**src/rtl/lcd_timing_pkg.sv**
```systemverilog
// Shared timing defaults, FSM encoding and error-bit layout for the
// Spartan-3E character-LCD 4-bit write bus.
package lcd_timing_pkg;

  localparam int DEF_SETUP_MIN   = 2;
  localparam int DEF_E_HIGH_MIN  = 12;
  localparam int DEF_NIB_GAP_MIN = 50;
  localparam int DEF_CMD_GAP_MIN = 2000;
  localparam int DEF_CNT_W       = 12;

  typedef enum logic [1:0] {
    WAIT_UP = 2'd0,
    UP_HIGH = 2'd1,
    WAIT_LO = 2'd2,
    LO_HIGH = 2'd3
  } rx_state_t;

  localparam int ERR_W       = 6;
  localparam int ERR_SETUP   = 0;
  localparam int ERR_E_SHORT = 1;
  localparam int ERR_NIB_GAP = 2;
  localparam int ERR_CMD_GAP = 3;
  localparam int ERR_RSRW    = 4;
  localparam int ERR_BUS_CHG = 5;

  // stab_cnt and gap_cnt are cleared in the event cycle itself, so the
  // elapsed span from that event to the current cycle is count + 1.
  function automatic logic span_short(input logic [31:0] cnt,
                                      input logic [31:0] min_cycles);
    return (cnt + 32'd1) < min_cycles;
  endfunction

endpackage

```
**src/rtl/lcd_sat_counter.sv**
```systemverilog
// Saturating up-counter with synchronous clear and enable; the reset value
// is selectable so idle-time counters can start out "long ago".
module lcd_sat_counter #(
  parameter int CNT_W      = 12,
  parameter bit RESET_ONES = 1'b0
) (
  input  logic             clk,
  input  logic             reset,
  input  logic             clear,
  input  logic             en,
  output logic [CNT_W-1:0] count
);

  always_ff @(posedge clk) begin
    if (reset) begin
      count <= {CNT_W{RESET_ONES}};
    end else if (clear) begin
      count <= '0;
    end else if (en && (count != {CNT_W{1'b1}})) begin
      count <= count + CNT_W'(1);
    end
  end

endmodule

```
**src/rtl/lcd_nibble_receiver.sv**
```systemverilog
// LCD-side monitor for the 4-bit write bus: pairs nibble strobes into
// {RS, RW, D[7:0]} words and checks every transfer against the timing contract.
module lcd_nibble_receiver #(
  parameter int SETUP_MIN   = lcd_timing_pkg::DEF_SETUP_MIN,
  parameter int E_HIGH_MIN  = lcd_timing_pkg::DEF_E_HIGH_MIN,
  parameter int NIB_GAP_MIN = lcd_timing_pkg::DEF_NIB_GAP_MIN,
  parameter int CMD_GAP_MIN = lcd_timing_pkg::DEF_CMD_GAP_MIN,
  parameter int CNT_W       = lcd_timing_pkg::DEF_CNT_W
) (
  input  logic       clk,
  input  logic       reset,
  input  logic       LCD_RS,
  input  logic       LCD_RW,
  input  logic       LCD_E,
  input  logic [3:0] SF_D,
  output logic [9:0] db,
  output logic       db_valid,
  output logic       word_err,
  output logic [5:0] err
);

  import lcd_timing_pkg::*;

  logic             e_q;
  logic [5:0]       bus_q;
  logic [5:0]       bus;
  logic             rise;
  logic             fall;
  logic             bus_chg;
  logic [CNT_W-1:0] stab_cnt;
  logic [CNT_W-1:0] e_cnt;
  logic [CNT_W-1:0] gap_cnt;

  rx_state_t        state;
  logic [5:0]       up_q;
  logic [ERR_W-1:0] word_acc;
  logic [ERR_W-1:0] viol;
  logic             setup_bad;
  logic             e_short;
  logic             in_high;

  assign bus     = {LCD_RS, LCD_RW, SF_D};
  assign rise    = LCD_E & ~e_q;
  assign fall    = ~LCD_E & e_q;
  assign bus_chg = (bus != bus_q);
  assign in_high = (state == UP_HIGH) || (state == LO_HIGH);

  always_ff @(posedge clk) begin
    if (reset) begin
      e_q   <= 1'b0;
      bus_q <= '0;
    end else begin
      e_q   <= LCD_E;
      bus_q <= bus;
    end
  end

  lcd_sat_counter #(.CNT_W(CNT_W), .RESET_ONES(1'b1)) u_stab_cnt (
    .clk   (clk),
    .reset (reset),
    .clear (bus_chg),
    .en    (1'b1),
    .count (stab_cnt)
  );

  lcd_sat_counter #(.CNT_W(CNT_W), .RESET_ONES(1'b0)) u_e_cnt (
    .clk   (clk),
    .reset (reset),
    .clear (~LCD_E),
    .en    (LCD_E),
    .count (e_cnt)
  );

  lcd_sat_counter #(.CNT_W(CNT_W), .RESET_ONES(1'b1)) u_gap_cnt (
    .clk   (clk),
    .reset (reset),
    .clear (fall),
    .en    (1'b1),
    .count (gap_cnt)
  );

  // A bus change in the rise cycle itself means zero setup time.
  always_comb begin
    viol      = '0;
    setup_bad = bus_chg || span_short(32'(stab_cnt), 32'(SETUP_MIN));
    e_short   = 32'(e_cnt) < 32'(E_HIGH_MIN);
    case (state)
      WAIT_UP: begin
        if (rise) begin
          viol[ERR_SETUP]   = setup_bad;
          viol[ERR_CMD_GAP] = span_short(32'(gap_cnt), 32'(CMD_GAP_MIN));
        end
      end
      UP_HIGH: begin
        if (fall) viol[ERR_E_SHORT] = e_short;
      end
      WAIT_LO: begin
        if (rise) begin
          viol[ERR_SETUP]   = setup_bad;
          viol[ERR_NIB_GAP] = span_short(32'(gap_cnt), 32'(NIB_GAP_MIN));
        end
      end
      LO_HIGH: begin
        if (fall) begin
          viol[ERR_E_SHORT] = e_short;
          viol[ERR_RSRW]    = (bus_q[5:4] != up_q[5:4]);
        end
      end
      default: ;
    endcase
    if (in_high && LCD_E && bus_chg) viol[ERR_BUS_CHG] = 1'b1;
  end

  // Nibbles are taken from bus_q at the fall, i.e. the last E-high sample.
  always_ff @(posedge clk) begin
    if (reset) begin
      state    <= WAIT_UP;
      up_q     <= '0;
      word_acc <= '0;
      db       <= '0;
      db_valid <= 1'b0;
      word_err <= 1'b0;
      err      <= '0;
    end else begin
      db_valid <= 1'b0;
      err      <= err | viol;
      word_acc <= word_acc | viol;
      case (state)
        WAIT_UP: begin
          if (rise) begin
            word_acc <= viol;
            state    <= UP_HIGH;
          end
        end
        UP_HIGH: begin
          if (fall) begin
            up_q  <= bus_q;
            state <= WAIT_LO;
          end
        end
        WAIT_LO: begin
          if (rise) state <= LO_HIGH;
        end
        LO_HIGH: begin
          if (fall) begin
            db       <= {up_q[5:4], up_q[3:0], bus_q[3:0]};
            db_valid <= 1'b1;
            word_err <= |(word_acc | viol);
            state    <= WAIT_UP;
          end
        end
        default: state <= WAIT_UP;
      endcase
    end
  end

endmodule

```
**config.mk**
```make
export PLATFORM = sky130hd
export DESIGN_NAME = lcd_nibble_receiver
export DESIGN_NICKNAME = d
export VERILOG_FILES = /design/src/rtl/lcd_timing_pkg.sv /design/src/rtl/lcd_sat_counter.sv /design/src/rtl/lcd_nibble_receiver.sv
export SDC_FILE = /design/constraint.sdc
export NUM_CORES = 1
export LEC_CHECK = 0
export ABC_AREA = 1
export CAP_MARGIN = 20
export CORE_ASPECT_RATIO = 0.8
export CORE_MARGIN = 2
export CORE_UTILIZATION = 35
export CTS_BUF_LIST = sky130_fd_sc_hd__clkbuf_16
export DETAILED_ROUTE_END_ITERATION = 6
export GPL_ROUTABILITY_DRIVEN = 1
export HOLD_SLACK_MARGIN = 0.1
export PLACE_DENSITY = 0.64
export SLEW_MARGIN = 20
export SYNTH_ARGS = -nofsm -noshare
export SYNTH_HDL_FRONTEND = slang
export SYNTH_HIERARCHICAL = 1
export SYNTH_SLANG_ARGS = --single-unit
```
**constraint.sdc**
```tcl
create_clock -name clk -period 2.45 [get_ports clk]
set_input_delay 0.49 -clock clk [delete_from_list [all_inputs] [get_ports clk]]
set_output_delay 0.49 -clock clk [all_outputs]
set_load 0.005 [all_outputs]
```
==> results of run 1 <==
[cell type report]
type / instances / area (sq um)
sequential: 75 / 1500
multi-input combinational: 484 / 2430
fill: 1239 / 7050
timing repair buffer: 34 / 320
clock buffer: 9 / 225
tap: 152 / 190
clock inverter: 7 / 82.6
inverter: 74 / 278
[cell usage after synthesis, drive strengths merged]
cell type and number:
o21ai 17, and3b 1, conb 1, buf 8
nand3b 5, ha 9, nand2 155, nor4 2
nor3 8, o21bai 2, xnor2 4, xor2 23
nand4 8, a21oi 24, nor2 115, o21a 2
o22ai 1, nand3 102, dfxtp 75, clkbuf 6
nor3b 1, inv 74, a211oi 3
[flip-flops by register name (all words and copies together), names as in the netlist]
| name | count |
|---|---|
| u_e_cnt/count | 12 |
| u_gap_cnt/count | 12 |
| u_stab_cnt/count | 12 |
| db | 10 |
| bus_q | 6 |
| err | 6 |
| up_q | 6 |
| word_acc | 6 |
| state | 2 |
| db_valid | 1 |
| e_q | 1 |
| word_err | 1 |
[per-layer routing]
layer	global-route usage, %	vias to the layer above	share of wire (%)
met5	0	-	0
li1	-	2137	-
met2	26.7	103	45
met3	2.80	12	5.1
met4	7.44	0	1.5
met1	20.0	1875	48
[stage by stage]
| stage | area, sq um | std cells |
|---|---|---|
| floorplan | 4300 | 647 |
| global placement | 4720 | 819 |
| detailed placement | 4720 | 819 |
| CTS | 5030 | 835 |
| global route | 5030 | 835 |
| finish | 5030 | 835 |
[worst max-delay path by stage]
stage	depth (start not counted)	to	slack [ns]	from
5_1_grt	10	u_stab_cnt/count[7]	0.14	SF_D[2]
6_report	10	u_stab_cnt/count[8]	0.39	SF_D[2]
2_1_floorplan	10	u_stab_cnt/count[2]	0.80	SF_D[2]
3_3_place_gp	10	u_stab_cnt/count[1]	0.19	SF_D[2]
3_5_place_dp	10	u_stab_cnt/count[8]	0.04	SF_D[2]
4_1_cts	10	u_stab_cnt/count[8]	0.38	SF_D[2]
[worst max-delay path, cell delays in order]
cell	delay [ns]
clkdlybuf4s50_1	0.42
inv_1	0.08
nor2_1	0.04
nor4_1	0.28
nand2_1	0.10
nor2_1	0.19
inv_1	0.15
nor2_2	0.37
nand2_1	0.11
nand3_1	0.09
[cell families (layout without fill, tap and decap cells)]
logic type / count (synthesis) / after routing / share of synthesized area, %
compound gates: 49 / 49 / 6.15
xor+xnor: 27 / 27 / 5.51
fa+ha+maj: 9 / 9 / 2.62
buf+inv: 88 / 124 / 8.54
flops: 75 / 75 / 35.0
other cells: 1 / 2 / 0.0874
simple gates: 397 / 397 / 42.1
[power by group through the flow]
stage          Clock [mW]  Combinational, mW  Sequential (mW)
6_report             1.37              0.656             1.42
3_5_place_dp            0              0.648             1.44
5_1_grt              1.45              0.747             1.44
2_1_floorplan           0              0.503             1.41
4_1_cts              1.40              0.654             1.42
3_3_place_gp            0              0.625             1.44
==> flow_summary.yaml, run 1 <==
sta:
  finalSetupViolations: 0
  period_needed_ns: 2.06
  whs_ns: 0.452
  finalWorstSetupSlack_ns: 0.385
  worstMarginPinSlew_ns: 0.595
  rsz0062_at_grt: "false"
  tns_ns: 0
  max_freq_ghz: 0.484
  slew_viol_final: 0
  fin_worst_skew_ns: 0.00430
  fin_crit_sh_pct: 84.3
  finalHoldViolations: 0
  relSlewSlack_pct: 60.3
min_path:
  hold_depth: 2
  hold_end: "err[3]"
  hold_start: "err[3]"
  min_path_type: "flip-flop to flip-flop"
final_layout:
  layout_common_cells: "nand2_1, nor2_1, nand3_1, dfxtp_1, inv_1"
  n_antenna_cell: 0
  layout_commonest_cell: "nand2_1"
  drive_above_1_share_pct: 8.20
  fin_util_pct: 41.6
  fin_nets: 696
  syn_to_final_growth_pct: 17.1
clock_network:
  cts_resized: 0
  clockBufferDepth: 2
  clkTransAtPathRegs_ns: 0.06
  postCtsSetupBuffers: 0
  clk_latency_ns: 0.34
  cts_hold_buf: 0
  cts_tree: "built"
  cts_made_buffers: 9
  clock-root-buffer: "clkbuf_16"
  cts.sinks: 75
  cts_max_level: 3
die:
  die-area_sq_um: 13200
  chipWidth_microns: 128
  die_h_microns: 103
  ios: 27
  start_util_pct: 35.6
  rows: 36
  placeableCoreArea_sq_um: 12100
setup_path:
  worstPathRequired_ns: 2.72
  r2r-start: "u_stab_cnt/count[0]"
  rr_worst_depth: 13
  worst-setup-path-type: "primary input to flip-flop"
  start_kind: "primary input"
  cp-end-kind: "flip-flop"
  ff2ff_setup_slack_ns: 0.45
  r2r-end: "word_err"
  cp_max_fo: 9
  arrival_ns: 2.34
pwr:
  vdd_drop_max_v: 0.000535
  internal-power_mw: 2.37
  p_switching_mw: 1.08
  p_leak_nw: 2.22
  power_density_nw_per_um2: 686
  p_sw_share_pct: 31.3
  clockPowerShare_pct: 39.8
  p_comb_share_pct: 19.0
  seq_power_share_pct: 41.2
  power_mw: 3.45
place:
  dp_hpwl_microns: 7270
  portBuffers: 26
  gp_congestion: 0.872
  place_ws_ns: 0.0410
detailed_routing:
  totalWireLength_microns: 10000
  drc_errors: 0
  drt_iter0_markers: 189
  ant_nets: 0
  vias: 4127
  drt_pre_antenna_iters: 5
  wl_per_cell_microns: 12.0
  vias_per_cell: 4.94
yosys:
  synthCells: 646
  ys_ff_latch: 75
  netlist_area_sq_um: 4290
  synth_area_leaders: "dfxtp_1, nand2_1, nand3_1"
  synth_area_per_cell_sq_um: 6.65
  synth.top_cell.area_share_pct: 35.0
  synth.yosys.seq_area_share_pct: 35.0
  synth_largest_area_cell: "dfxtp_1"
  ys.warnings.count: 6
  ys_types: 33
global_routing:
  grt_start_max_net_pins: 23
  antenna_found_initial: 0
  grt_pass1_wl_microns: 17000
  grt_util_all_layers_pct: 15.9
  first_global_vias: 3801
  grt_overflow: 0
run:
  maxCapViolations: 0
outcome:
  outcome: "complete, no violations"
No activity file was read; power rests on OpenSTA's default activity.
==> run 2: changes to the inputs <==
==> constraint.sdc (replaced) <==
create_clock -name clk -period 2.14 [get_ports clk]
set_input_delay 0.428 -clock clk [delete_from_list [all_inputs] [get_ports clk]]
set_output_delay 0.428 -clock clk [all_outputs]
set_load 0.005 [all_outputs]
==> run 2 against run 1 <==
  * Non-clock buffer count is 8 higher
  * Sequential cell count stayed put
  * Final cell count is 0.96% higher
  * Sequential power is 14% higher
  * Core utilization is 0.70 points higher
  * Hold slack better by 0.0063 ns
  * Combinational power is 16% higher
  * Via count is 0.29% higher
  * Critical path depth is 3 higher
==> flow_summary.yaml, run 2 (synthesis results as in run 1) <==
pwr:
  p_leak_nw: 2.27
  power_density_nw_per_um2: 783
  power_mw: 4.00
  vdd_drop_max_v: 0.000407
final_layout:
  seq_area_sq_um: 1500
  fin_nets: 704
  fillCellCount: 1234
  syn_to_final_growth_pct: 19.1
  stdcell_count: 843
  layout_common_cells: "nand2_1, nor2_1, nand3_1, dfxtp_1, inv_1"
  multi_input_area_sq_um: 2430
  reg.largest.list: "u_e_cnt/count (12), u_gap_cnt/count (12), u_stab_cnt/count (12)"
  final_cell_area_sq_um: 5110
  layout_commonest_cell: "nand2_1"
  n_antenna_cell: 0
  drive_above_1_share_pct: 9.26
global_routing:
  grt_pass1_wl_microns: 16800
  antenna_found_initial: 0
  grt_overflow: 0
  grt_start_max_net_pins: 23
  grt_util_all_layers_pct: 15.7
  first_global_vias: 3678
place:
  dp_hpwl_microns: 7220
  gp_congestion: 0.840
  portBuffers: 26
  dp_cells: 827
  place_area_sq_um: 4790
  place_ws_ns: 0.0361
clock_network:
  postCtsSetupBuffers: 0
  clockBufferDepth: 2
  clock-root-buffer: "clkbuf_16"
  cts_hold_buf: 0
  clk_latency_ns: 0.33
  cts.sinks: 75
  cts_made_buffers: 9
  cts_tree: "built"
  cts_max_level: 3
  clkTransAtPathRegs_ns: 0.06
  cts_resized: 0
sta:
  relSlewSlack_pct: 59.8
  finalSetupViolations: 0
  max_freq_ghz: 0.532
  fin_crit_sh_pct: 87.8
  worstMarginPinSlew_ns: 0.603
  period_needed_ns: 1.88
  rsz0062_at_grt: "false"
  finalHoldViolations: 0
  fin_worst_skew_ns: 0.00794
  slew_viol_final: 0
  finalWorstSetupSlack_ns: 0.260
  tns_ns: 0
setup_path:
  cpPeakStageDelay_ns: 0.44
  crit_top_cell: "nand2_1"
  worst-setup-path-type: "flip-flop to flip-flop"
  worstPathRequired_ns: 2.42
  rr_worst_depth: 13
  path_cells: "ha_2, nand2_2, a21oi_1, nand2_1, nor2_2, nand2_1, nor2_1, nand2_1, nand2_2, nand2_2, nand3_1, nand2_1, inv_1"
  cp-end-kind: "flip-flop"
  arrival_ns: 2.16
  start_kind: "flip-flop"
  slowest_stage: "dfxtp_1"
  cp_max_fo: 6
die:
  placeableCoreArea_sq_um: 12100
  die-area_sq_um: 13200
  ios: 27
  chipWidth_microns: 128
  rows: 36
  start_util_pct: 35.6
  die_h_microns: 103
run:
  maxCapViolations: 0
detailed_routing:
  ant_nets: 0
  drc_errors: 0
  drt_pre_antenna_iters: 5
  vias: 4139
  wl_per_cell_microns: 11.8
  totalWireLength_microns: 9980
  vias_per_cell: 4.91
  drt_iter0_markers: 215
min_path:
  min_path_type: "flip-flop to flip-flop"
  hold_depth: 2
outcome:
  outcome: "complete, no violations"
-- run 2: changes by cell type in the layout (fill, tap and decap cells not counted) --
cell | previous run | this run
buf_4 | 8 | 15
inv_6 | 3 | 1
buf_12 | 0 | 1
bufinv_16 | 1 | 2
clkinv_1 | 0 | 1
dfxtp_1 | 75 | 74
dfxtp_2 | 0 | 1
ha_1 | 9 | 8
ha_2 | 0 | 1
inv_1 | 71 | 72
inv_8 | 1 | 0
-- run 2: area by class of cell --
type / count / area share, %
clock buffer: 9 / 4.41
clock inverter: 7 / 1.79
inverter: 74 / 5.43
multi-input combinational: 484 / 47.6
sequential: 75 / 29.4
tap: 152 / 3.72
timing repair buffer: 42 / 7.69
-- run 2: per-stage QoR --
step	hold WS, ns	utilization (%)
4_1_cts	0.462	42.3
6_report	0.459	42.3
3_3_place_gp	0.444	39.7
5_1_grt	0.470	42.3
2_1_floorplan	0.441	-
3_5_place_dp	0.451	39.7
-- run 2: critical path: cells and delay by family, from the launching register on --
family                     cells  cell delay [ns]
buffers and inverters          1             0.04
DFF                            1             0.44
and+or+nand+nor               10             0.85
adders and majority gates      1             0.26
AOI/OAI and AO/OA              1             0.23
-- run 2: layer usage --
| metal | global-route usage (%) | up-vias | wire, microns |
|---|---|---|---|
| li1 | - | 2149 | - |
| met1 | 20.9 | 1880 | 4810 |
| met2 | 25.6 | 96 | 4510 |
| met3 | 2.49 | 14 | 473 |
| met4 | 6.85 | 0 | 184 |
| met5 | 0 | - | 0 |
-- run 2: final timing paths --
path              endpoint           startpoint  slack, ns
setup / recovery  word_err  u_stab_cnt/count[1]       0.26
hold / removal      err[3]               err[3]       0.46
setup reg to reg  word_err  u_stab_cnt/count[1]       0.26
hold reg to reg     err[3]               err[3]       0.46
-- run 2: power by group --
group          internal, mW  leakage, nW  switching, mW
sequential             1.49        0.616          0.129
clock                  1.02        0.151          0.597
combinational         0.303         1.50          0.459
total                  2.81         2.27           1.19
==> run 3: changes to the inputs <==
--- a/config.mk
+++ b/config.mk
@@ -6,6 +6,7 @@
 export NUM_CORES = 1
 export LEC_CHECK = 0
 export ABC_AREA = 1
+export ABC_CLOCK_PERIOD_IN_PS = 2140
 export CAP_MARGIN = 20
 export CORE_ASPECT_RATIO = 0.8
 export CORE_MARGIN = 2
==> constraint.sdc (replaced) <==
create_clock -name clk -period 2.14 [get_ports clk]
set_input_delay 0.321 -clock clk [delete_from_list [all_inputs] [get_ports clk]]
set_output_delay 0.321 -clock clk [all_outputs]
set_load 0.005 [all_outputs]
==> run 3 against run 2 <==
  * Combinational power down 2%
  * Power shrank 4.5%
  * First-iteration DRC count fell by 22%
  * Sequential cell count unchanged
  * Routed wire length about the same
  * Clock skew is 0.0030 ns lower
  * Fmax is 1.3% lower
  * Sequential share of layout area rose by 0.53 points
  * Die area unchanged
==> flow_summary.yaml, run 3 (synthesis results as in run 1) <==
outcome:
  outcome: "complete, no violations"
pwr:
  power_density_nw_per_um2: 761
  p_leak_nw: 2.22
  vdd_drop_max_v: 0.000415
die:
  start_util_pct: 35.6
  ios: 27
  die_h_microns: 103
  placeableCoreArea_sq_um: 12100
  die-area_sq_um: 13200
  rows: 36
  chipWidth_microns: 128
detailed_routing:
  totalWireLength_microns: 9990
  wl_met3_microns: 474
  drt_pre_antenna_iters: 4
  drc_errors: 0
  drt_iter0_markers: 167
  vias: 4117
  ant_nets: 0
  dr.max_layer_used: "met4"
  wl_met2_microns: 4450
  vias_per_cell: 4.92
  met1Wirelength_microns: 4870
  wl_per_cell_microns: 11.9
clock_network:
  cts.sinks: 75
  cts_hold_buf: 0
  cts_max_level: 3
  cts_tree: "built"
  clkTransAtPathRegs_ns: 0.06
  clock-root-buffer: "clkbuf_16"
  cts_made_buffers: 9
  clk_latency_ns: 0.34
  cts_resized: 0
  clockBufferDepth: 2
  postCtsSetupBuffers: 0
place:
  portBuffers: 26
  dp_cells: 821
  dp_hpwl_microns: 7290
  gp_congestion: 0.865
setup_path:
  path_cells: "ha_1, nand2_2, a21oi_1, nand2_1, nor2_2, nand2_1, nor2_1, nand2_1, nand2_2, nand2_2, nand3_1, nand2_1, inv_1"
  r2r-start: "u_stab_cnt/count[1]"
  rr_worst_depth: 13
  start_kind: "flip-flop"
  cp-end-kind: "flip-flop"
  cp_max_fo: 6
  slowest_stage: "dfxtp_1"
  arrival_ns: 2.19
  cpPeakStageDelay_ns: 0.43
  crit_top_cell: "nand2_1"
  worst-setup-path-type: "flip-flop to flip-flop"
  ff2ff_setup_slack_ns: 0.24
  r2r-end: "word_err"
  worstPathRequired_ns: 2.43
global_routing:
  first_global_vias: 3705
  grt_overflow: 0
  antenna_found_initial: 0
  grt_pass1_wl_microns: 17100
  grt_start_max_net_pins: 23
  grt_util_all_layers_pct: 16.0
final_layout:
  n_antenna_cell: 0
  stdcell_count: 837
  layout_common_cells: "nand2_1, nor2_1, nand3_1, dfxtp_1, inv_1"
  layout_commonest_cell: "nand2_1"
  fillCellCount: 1262
  drive_above_1_share_pct: 8.61
  syn_to_final_growth_pct: 17.0
  reg.largest.list: "u_e_cnt/count (12), u_gap_cnt/count (12), u_stab_cnt/count (12)"
  fin_nets: 698
sta:
  worstMarginPinSlew_ns: 0.592
  fin_worst_skew_ns: 0.00489
  fin_crit_sh_pct: 89.0
  rsz0062_at_grt: "false"
  tns_ns: 0
  slew_viol_final: 0
  relSlewSlack_pct: 60.5
  finalHoldViolations: 0
  finalSetupViolations: 0
  period_needed_ns: 1.90
  max_freq_ghz: 0.525
min_path:
  hold_depth: 2
  hold_start: "err[3]"
  hold_end: "err[3]"
  min_path_type: "flip-flop to flip-flop"
run:
  maxCapViolations: 0
==> run 3: where the power goes <==
| part | switching (mW) | internal, mW | total, mW |
|---|---|---|---|
| combinational | 0.452 | 0.297 | 0.749 |
| clock | 0.643 | 0.805 | 1.45 |
| sequential | 0.129 | 1.49 | 1.62 |
==> run 3: worst max-delay path by stage <==
stage / depth (start not counted) / start / to
3_5_place_dp: 10 / SF_D[2] / u_stab_cnt/count[11]
3_3_place_gp: 10 / SF_D[2] / u_stab_cnt/count[1]
4_1_cts: 13 / u_stab_cnt/count[0] / word_err
6_report: 13 / u_stab_cnt/count[1] / word_err
2_1_floorplan: 9 / u_gap_cnt/count[0] / err[3]
5_1_grt: 13 / u_stab_cnt/count[1] / word_err
==> run 3: area by class of cell <==
cell class / instances / area, sq um / share of cell area, %
flip-flops and latches: 75 / 1500 / 29.9
clock inverters: 7 / 61.3 / 1.22
repair buffers: 36 / 335 / 6.68
inverters: 74 / 278 / 5.53
multi-input cells: 484 / 2430 / 48.4
well taps: 152 / 190 / 3.79
clock buffers: 9 / 225 / 4.49
==> run 3: per-stage QoR <==
stage	cell area [sq um]	utilization, %	worst slack [ns]	power [mW]	hold WS, ns
global route	5020	41.6	0.0375	4.05	0.494
floorplan	4300	-	0.565	2.19	0.428
detailed placement	4730	39.2	0.0136	2.40	0.448
finish	5020	41.6	0.235	3.82	0.455
CTS	5020	41.6	0.212	3.86	0.459
global placement	4730	39.2	0.0872	2.37	0.444
==> run 3: metal layers <==
layer / vias up / track usage, %
li1: 2137 / -
met1: 1880 / 21.6
met2: 85 / 25.3
met3: 15 / 2.70
met4: 0 / 7.27
met5: - / 0
==> run 3: critical path, delay by kind of cell, from the launching register on <==
| family | cells | cell delay, ns |
|---|---|---|
| compound gates | 1 | 0.26 |
| fa+ha+maj | 1 | 0.27 |
| buf+inv | 1 | 0.04 |
| flops | 1 | 0.43 |
| simple gates | 10 | 0.85 |
